===== src/rtl/dac_spi_arbiter_if.sv =====
// Signal bundle between the two DAC requesters, the arbiter and the shared DAC SPI master.
// The slave modport is the arbiter's view; the master modport is the requesters' and SPI master's view.
interface dac_spi_arbiter_if #(
  parameter int unsigned DAC_WID = 24
);
  logic               req0_arm;
  logic               req1_arm;
  logic               req0_ss;
  logic               req1_ss;
  logic               req0_lock;
  logic               req1_lock;
  logic [DAC_WID-1:0] req0_to_dac;
  logic [DAC_WID-1:0] req1_to_dac;
  logic [DAC_WID-1:0] req0_from_dac;
  logic [DAC_WID-1:0] req1_from_dac;
  logic               req0_finished;
  logic               req1_finished;
  logic               req0_grant;
  logic               req1_grant;
  logic               dac_arm;
  logic               dac_ss;
  logic [DAC_WID-1:0] dac_to;
  logic [DAC_WID-1:0] dac_from;
  logic               dac_finished;

  modport slave (
    input  req0_arm, req1_arm, req0_ss, req1_ss, req0_lock, req1_lock,
    input  req0_to_dac, req1_to_dac, dac_from, dac_finished,
    output req0_from_dac, req1_from_dac, req0_finished, req1_finished,
    output req0_grant, req1_grant, dac_arm, dac_ss, dac_to
  );

  modport master (
    output req0_arm, req1_arm, req0_ss, req1_ss, req0_lock, req1_lock,
    output req0_to_dac, req1_to_dac, dac_from, dac_finished,
    input  req0_from_dac, req1_from_dac, req0_finished, req1_finished,
    input  req0_grant, req1_grant, dac_arm, dac_ss, dac_to
  );
endinterface


===== src/rtl/dac_spi_arbiter.sv =====
// Two-requester arbiter for the shared DAC SPI master with per-requester ownership lock.
// Define DAC_SPI_ARBITER_ROUND_ROBIN_EN for round-robin ties; otherwise requester 0 wins ties.
module dac_spi_arbiter (
  input logic              clk,
  input logic              rst_L,
  dac_spi_arbiter_if.slave bus
);

  typedef enum logic [1:0] {StIdle, StGrant0, StGrant1} state_e;

  state_e state_q;
  logic   rr_last_q;
  logic   tie_to_0;

`ifdef DAC_SPI_ARBITER_ROUND_ROBIN_EN
  // rr_last_q == 1 means requester 1 owned last, so requester 0 gets the tie.
  assign tie_to_0 = rr_last_q;
`else
  logic unused_rr_last;
  assign unused_rr_last = rr_last_q;
  assign tie_to_0       = 1'b1;
`endif

  always_ff @(posedge clk or negedge rst_L) begin
    if (!rst_L) begin
      state_q   <= StIdle;
      rr_last_q <= 1'b1;
    end else begin
      case (state_q)
        StIdle: begin
          if (bus.req0_arm && bus.req1_arm) begin
            state_q <= tie_to_0 ? StGrant0 : StGrant1;
          end else if (bus.req0_arm) begin
            state_q <= StGrant0;
          end else if (bus.req1_arm) begin
            state_q <= StGrant1;
          end
        end
        StGrant0: begin
          // A finished still high means the master has not returned to idle yet.
          if (!bus.req0_arm && !bus.req0_lock && !bus.dac_finished) begin
            state_q   <= StIdle;
            rr_last_q <= 1'b0;
          end
        end
        StGrant1: begin
          if (!bus.req1_arm && !bus.req1_lock && !bus.dac_finished) begin
            state_q   <= StIdle;
            rr_last_q <= 1'b1;
          end
        end
        default: state_q <= StIdle;
      endcase
    end
  end

  always_comb begin
    bus.req0_grant    = (state_q == StGrant0);
    bus.req1_grant    = (state_q == StGrant1);
    bus.dac_arm       = 1'b0;
    bus.dac_ss        = 1'b0;
    bus.dac_to        = '0;
    bus.req0_finished = 1'b0;
    bus.req1_finished = 1'b0;
    bus.req0_from_dac = '0;
    bus.req1_from_dac = '0;
    case (state_q)
      StGrant0: begin
        bus.dac_arm       = bus.req0_arm;
        bus.dac_ss        = bus.req0_ss;
        bus.dac_to        = bus.req0_to_dac;
        bus.req0_finished = bus.dac_finished;
        bus.req0_from_dac = bus.dac_from;
      end
      StGrant1: begin
        bus.dac_arm       = bus.req1_arm;
        bus.dac_ss        = bus.req1_ss;
        bus.dac_to        = bus.req1_to_dac;
        bus.req1_finished = bus.dac_finished;
        bus.req1_from_dac = bus.dac_from;
      end
      default: ;
    endcase
  end

endmodule


===== src/flat_wrapper.sv =====
// flat-port wrapper written by rule: the top's interface ports become plain ports
module dac_spi_arbiter_flat 
  (clk, rst_L, bus_req0_arm, bus_req1_arm, bus_req0_ss, bus_req1_ss, bus_req0_lock, bus_req1_lock, bus_req0_to_dac, bus_req1_to_dac, bus_dac_from, bus_dac_finished, bus_req0_from_dac, bus_req1_from_dac, bus_req0_finished, bus_req1_finished, bus_req0_grant, bus_req1_grant, bus_dac_arm, bus_dac_ss, bus_dac_to);
  dac_spi_arbiter_if #(.DAC_WID((24))) bus_i ();
  input logic clk;
  input logic rst_L;
  input wire logic [$bits(bus_i.req0_arm)-1:0] bus_req0_arm;
  input wire logic [$bits(bus_i.req1_arm)-1:0] bus_req1_arm;
  input wire logic [$bits(bus_i.req0_ss)-1:0] bus_req0_ss;
  input wire logic [$bits(bus_i.req1_ss)-1:0] bus_req1_ss;
  input wire logic [$bits(bus_i.req0_lock)-1:0] bus_req0_lock;
  input wire logic [$bits(bus_i.req1_lock)-1:0] bus_req1_lock;
  input wire logic [$bits(bus_i.req0_to_dac)-1:0] bus_req0_to_dac;
  input wire logic [$bits(bus_i.req1_to_dac)-1:0] bus_req1_to_dac;
  input wire logic [$bits(bus_i.dac_from)-1:0] bus_dac_from;
  input wire logic [$bits(bus_i.dac_finished)-1:0] bus_dac_finished;
  output wire logic [$bits(bus_i.req0_from_dac)-1:0] bus_req0_from_dac;
  output wire logic [$bits(bus_i.req1_from_dac)-1:0] bus_req1_from_dac;
  output wire logic [$bits(bus_i.req0_finished)-1:0] bus_req0_finished;
  output wire logic [$bits(bus_i.req1_finished)-1:0] bus_req1_finished;
  output wire logic [$bits(bus_i.req0_grant)-1:0] bus_req0_grant;
  output wire logic [$bits(bus_i.req1_grant)-1:0] bus_req1_grant;
  output wire logic [$bits(bus_i.dac_arm)-1:0] bus_dac_arm;
  output wire logic [$bits(bus_i.dac_ss)-1:0] bus_dac_ss;
  output wire logic [$bits(bus_i.dac_to)-1:0] bus_dac_to;
  assign bus_i.req0_arm = bus_req0_arm;
  assign bus_i.req1_arm = bus_req1_arm;
  assign bus_i.req0_ss = bus_req0_ss;
  assign bus_i.req1_ss = bus_req1_ss;
  assign bus_i.req0_lock = bus_req0_lock;
  assign bus_i.req1_lock = bus_req1_lock;
  assign bus_i.req0_to_dac = bus_req0_to_dac;
  assign bus_i.req1_to_dac = bus_req1_to_dac;
  assign bus_i.dac_from = bus_dac_from;
  assign bus_i.dac_finished = bus_dac_finished;
  assign bus_req0_from_dac = bus_i.req0_from_dac;
  assign bus_req1_from_dac = bus_i.req1_from_dac;
  assign bus_req0_finished = bus_i.req0_finished;
  assign bus_req1_finished = bus_i.req1_finished;
  assign bus_req0_grant = bus_i.req0_grant;
  assign bus_req1_grant = bus_i.req1_grant;
  assign bus_dac_arm = bus_i.dac_arm;
  assign bus_dac_ss = bus_i.dac_ss;
  assign bus_dac_to = bus_i.dac_to;
  dac_spi_arbiter u_core (.clk(clk), .rst_L(rst_L), .bus(bus_i));
endmodule

===== config.mk =====
export PLATFORM = sky130hd
export DESIGN_NAME = dac_spi_arbiter_flat
export DESIGN_NICKNAME = d
export VERILOG_FILES = /design/src/rtl/dac_spi_arbiter_if.sv /design/src/rtl/dac_spi_arbiter.sv /design/src/flat_wrapper.sv
export SDC_FILE = /design/constraint.sdc
export NUM_CORES = 1
export LEC_CHECK = 0
export ABC_AREA = 1
export BUFFER_PORTS_ARGS = -buffer_cell sky130_fd_sc_hd__buf_2
export CELL_PAD_IN_SITES_DETAIL_PLACEMENT = 0
export CELL_PAD_IN_SITES_GLOBAL_PLACEMENT = 2
export CORE_ASPECT_RATIO = 0.5
export CORE_MARGIN = 10
export CORE_UTILIZATION = 10
export CTS_CLUSTER_SIZE = 40
export DETAILED_ROUTE_END_ITERATION = 6
export GPL_TIMING_DRIVEN = 1
export PLACE_DENSITY_LB_ADDON = 0.1
export SLEW_MARGIN = 10
export SYNTH_ARGS = -nofsm -noshare
export SYNTH_HDL_FRONTEND = slang
export SYNTH_SLANG_ARGS = --single-unit

===== constraint.sdc =====
create_clock -name clk -period 1.63 [get_ports clk]
set_input_delay 0 -clock clk [delete_from_list [all_inputs] [get_ports clk]]
set_output_delay 0 -clock clk [all_outputs]
set_load 0.01 [all_outputs]

## After elaboration in Yosys (flattened, before gate mapping)

Cells that the tools add are included.

| storage, ports and cells | value |
|---|---|
| RAM bits | 0 |
| output and inout port bits | 78 |
| bits in latches | 0 |
| bits of input ports | 81 |
| ROM bits | 0 |
| logic and storage cells | 31 |
| flip-flop bits (word level) | 2 |
| memories | 0 |

| operators by class | value |
|---|---|
| bitwise gates (word level) | 0 |
| shift-type cells | 0 |
| reduce and logical (&&, ||, !) cells | 12 |
| divide/modulo/power cells | 0 |
| $add $sub $neg | 0 |
| muxes and demuxes | 13 |
| $mul | 0 |
| eq/ne operators | 5 |
| $lt $le $gt $ge | 0 |

Operators by type and width:

| operator | number |
|---|---|
| 2-to-1 mux 24 bit | 2 |
| case mux 24 bit (2 select lines) | 1 |
| 2-to-1 mux 2 bit | 5 |
| case mux 2 bit (3 select lines) | 1 |
| logical AND 1 bit | 5 |
| logical NOT 1 bit | 5 |
| inequality test 2 x 1 -> 1 bit (second input constant) | 2 |
| inequality test 4 x 3 -> 1 bit (second input constant) | 1 |
| case mux 1 bit (2 select lines) | 2 |
| AND reduction 3 bit | 1 |
| equality test 2 x 1 -> 1 bit (second input constant) | 1 |
| equality test 2 bit (second input constant) | 1 |
| logical NOT 2 bit | 1 |
| 2-to-1 mux 1 bit | 2 |

## Depth between registers and ports, before layout

| depth | value |
|---|---|
| depth in word-level cells | 5 |
| depth in mapped cells | 8 |
| depth with buffers taken out | 8 |

## Worst setup path before layout

No wires, ideal clock.

| timing | value |
|---|---|
| path kind | register to output |
| from | reg u_core.state_q[1] |
| to | out bus_dac_to[1] |
| setup slack | 0.405 ns |
| cell stages (with the launch flop) | 7 |
| data required time | 1.630 ns |
| arrival | 1.225 ns |
| path buffers | 2 |
| path through | dfrtp_1 > inv_1 > ha_1 > buf_4 > buf_6 > nand2_1 > a21oi_1 |

| between the ends | value |
|---|---|
| word-level cells in the longest chain between the ends | 2 |
| elaborated cells on any way between the ends | 3 |
| those cells by class | 2 x eq/ne; 1 x mux |

RTL lines:

| item | line | source |
|---|---|---|
| start: declaration | dac_spi_arbiter.sv:11 | `state_e state_q;` |
| start signal: assignment | dac_spi_arbiter.sv:26 | `state_q <= StIdle;` |
| start signal: assignment | dac_spi_arbiter.sv:32 | `state_q <= tie_to_0 ? StGrant0 : StGrant1;` |
| start signal: assignment | dac_spi_arbiter.sv:34 | `state_q <= StGrant0;` |
| equality test 2 x 1 -> 1 bit | -- |  |
| via bus_req0_grant | flat_wrapper.sv:21 | `output wire logic [$bits(bus_i.req0_grant)-1:0] bus_req0_grant;` |
| case mux 24 bit (2 select lines) | dac_spi_arbiter.sv:67 | `case (state_q)` |
| end: declaration | flat_wrapper.sv:25 | `output wire logic [$bits(bus_i.dac_to)-1:0] bus_dac_to;` |

The timed path passes the listed nets, and every way through them passes these cells.

## Final worst setup path

| timing | value |
|---|---|
| from | reg u_core.state_q[1] |
| to | out bus_dac_to[3] |

| between the ends | value |
|---|---|
| word-level cells in the longest chain between the ends | 2 |
| elaborated cells on any way between the ends | 3 |
| those cells by class | 2 x eq/ne; 1 x mux |

RTL lines:

| item | line |
|---|---|
| equality test 2 bit or equality test 2 x 1 -> 1 bit (tied branches) | -- |
| case mux 24 bit (2 select lines) * | dac_spi_arbiter.sv:67 |

Mark *: on every way between the ends. The rest lies on a longest branch, timed or not.

==> metrics.log <==
[metrics] status: complete, no violations
[metrics] endpoint of the worst-slack reg-to-reg timing path: u_core.state_q[0]$_DFFE_PN0P_
[metrics] area share of the leading cell type in the synthesized netlist: 40.8%
[metrics] max_slew headroom: 89.1%
[metrics] Worst Setup SP: u_core.state_q[1]$_DFFE_PN0P_
[metrics] layout cells sized above 1: 47.5%
[metrics] worst reg2reg startpoint: u_core.state_q[0]$_DFFE_PN0P_
[metrics] post-synthesis sequential area ratio: 4.86%
[metrics] buffer levels on the longest clock path: 2
[metrics] Port-buffer cells: 158
[metrics] CP delay by family, top: buffers and inverters
[metrics] Fin Clk Skew: 0.00213 ns
[metrics] number of antenna diodes: 0
[metrics] Total Wirelength: 6.28 mm
[metrics] ratio of final minimum period to clock period: 94.6%
[metrics] area of the core: 0.0101 mm2
[metrics] clock network latency to the later pin of the worst-skew pair: 0.22 ns
[metrics] path class of the lowest-slack min-delay path: in -> reg
[metrics] PwrDens: 1420 mW/mm2
[metrics] maximum number of pins on one net before global-route repair: 39
[metrics] clock slew seen by the registers of the worst setup and hold paths: 0.03 ns
[metrics] CP endpoint: bus_dac_to[3]
[metrics] cell chain of the critical path: inv_1, ha_1, inv_2, buf_12, a21oi_1, buf_2
[metrics] Req. time, crit path: 1.63 ns
[metrics] number of buffers and inverters on the critical path: 4
[metrics] setup TNS after final layout: 0 ns
[metrics] post-route antenna net violation count: 0
[metrics] antenna violations before repair: 0
[metrics] share of the core filled with cells in the final layout: 20.8%
[metrics] P&R area growth vs syn: 104%
[metrics] die height: 91.8 um
[metrics] global-route wire length before repair: 9.16 mm
[metrics] width of the die: 164 um
[metrics] number of synthesized register bits: 2
[metrics] Worst setup SP type: register
[metrics] Synth Instances: 221
[metrics] placement-stage worst setup slack: 0.304 ns
[metrics] instance area after placement: 0.00197 mm2
[metrics] critical path depth in cells: 6
[metrics] final-layout worst hold slack: 0.0854 ns
[metrics] peak fanout along the critical path: 26
[metrics] summed instance area of the synthesized netlist: 0.00103 mm2
[metrics] maximum VDD drop: 0.398 mV
[metrics] setup violation total in the final timing report: 0
[metrics] overall via count from detail_route: 1762
[metrics] crit path capture type: primary output
[metrics] Worst Path Class, Setup: reg -> out
[metrics] GRT Total Usage: 7.43%
[metrics] routed wirelength normalized by instance count: 12.2 um
[metrics] Final Hold Vio Count: 0
[metrics] total power after layout: 2.99 mW
[metrics] placed cell count: 511
[metrics] most flop-heavy register: u_core.state_q
[metrics] row count: 26
[metrics] number of remaining DRC errors: 0
[metrics] via count of the first global-routing pass: 1719
[metrics] min setup slack post-route: 0.0874 ns
[metrics] time the worst path needs with I/O delays and setup: 1.54 ns
[metrics] arrival time of the worst setup path: 1.54 ns
[metrics] flip-flop count of the largest register, all copies and words added: 2
[metrics] Worst Reg2Reg Path Length in Cells: 7
[metrics] clk root buf: clkbuf_16
[metrics] commonest cells after routing, fill and taps aside: 158 x buf_2, 112 x nand2_1, 56 x inv_1
[metrics] number of sinks on the clock net: 2
[metrics] peak clock frequency supported by timing: 648 MHz
[metrics] initial core utilization: 10.2%
[metrics] cell with the largest stage delay on the worst path: dfrtp_1
[metrics] most common cell after layout, fill and taps aside: buf_2
[metrics] registers with the most flip-flops: u_core.state_q: 2 flops
[metrics] Tightest Pin Transition: 0.163 ns
[metrics] slack of the worst reg-to-reg path: 0.32 ns
[metrics] max-capacitance violation count: 0
[metrics] unique cell type count in the Yosys netlist: 13
[metrics] final net count: 464
[metrics] aggregate global routing overflow: 0
[metrics] H-tree levels: 1
[metrics] half-perimeter wire length of the detailed placement result: 5.24 mm
[metrics] count of pins over their slew limit: 0
[metrics] area leader, netlist: nand2_1
[metrics] top-level I/O count: 159
[metrics] CTS Buf Count: 3
[metrics] RSZ-0062 raised after global routing: false
[metrics] syn avg cell area: 4.66 um2
[metrics] dominant cells by area after synthesis: nand2_1 41%, inv_1 20%, a21oi_1 8.7%
[metrics] LEAKAGE: 1.55 nW
[metrics] Via-to-Cell Ratio: 3.41
[metrics] Detailed Routing Iterations Pass 1: 4
[metrics] TritonCTS clock tree: done
[metrics] final instance count without filler cells: 517
[metrics] number of warnings printed during yosys synthesis: 0
[metrics] detailed router's first-iteration violation count: 88
[metrics] final weighted congestion in routability-driven placement: 0.708
[metrics] syn nets: 306
[metrics] slowest cell delay on critical path: 0.38 ns
[metrics] total die area: 0.0150 mm2
[metrics] post-route cell area: 0.00210 mm2
-- worst min path at each step --
stage,start,end,slack [ns],cells after the start
after floorplan,rst_L,u_core.state_q[0]$_DFFE_PN0P_,-0.30,0
after global placement,rst_L,u_core.state_q[0]$_DFFE_PN0P_,-0.21,1
after detailed placement,rst_L,u_core.state_q[0]$_DFFE_PN0P_,-0.21,1
after CTS,bus_req1_arm,u_core.state_q[1]$_DFFE_PN0P_,0.08,3
after global routing,bus_req1_arm,u_core.state_q[1]$_DFFE_PN0P_,0.10,3
final,bus_req1_arm,u_core.state_q[1]$_DFFE_PN0P_,0.09,3
-- metal layers --
layer / vias up / global-route usage, % / wire length (um)
li1: 938 / - / -
met1: 753 / 6.61 / 2140
met2: 66 / 15.4 / 3510
met3: 5 / 2.85 / 586
met4: 0 / 1.55 / 46
met5: - / 0 / 0
-- synthesized netlist by cell type --
library cell  count
a21oi_1          18
a21oi_2           8
buf_2             7
buf_4             2
buf_6             5
dfrtp_1           2
ha_1              4
inv_1            56
inv_2             1
nand2_1         112
nand3_1           1
nand4_1           2
nor2_1            3
-- what timing repair did --
action / in CTS / in global routing
endpoints found under the setup margin: 0 / 3
hold endpoints to repair: 2 / 0
buffers inserted: 0 / 1
hold buffers: 1 / 0
gates resized for setup: 0 / 1
-- worst reg2reg max path, cell delays in order, from the launching register on --
cell and delay [ns]:
dfrtp_1 0.37, buf_4 0.15, ha_4 0.18, clkbuf_16 0.18
nand2_1 0.11, nand3_1 0.10, nand2_1 0.07, nand2_1 0.04
-- area by class of cell --
class / instances / area [um2]
Clock buffer: 3 / 75.1
Inverter: 57 / 214
Fill cell: 1188 / 8020
Sequential cell: 2 / 50.0
Multi-Input combinational cell: 148 / 672
Tap cell: 140 / 175
Timing Repair Buffer: 167 / 916
-- logic make-up after synthesis --
family | count (synthesis) | synth area share, %
fa+ha+maj | 4 | 4.86
simple gates | 118 | 43.6
compound gates | 26 | 15.6
flops | 2 | 4.86
buf+inv | 71 | 31.1
-- where the power goes --
group / switching [mW] / total, mW / internal [mW]
sequential: 0.0200 / 0.0935 / 0.0736
combinational: 1.53 / 2.53 / 0.998
clock: 0.0605 / 0.373 / 0.312
total: 1.61 / 2.99 / 1.38
(Power assumes the default switching activity.)
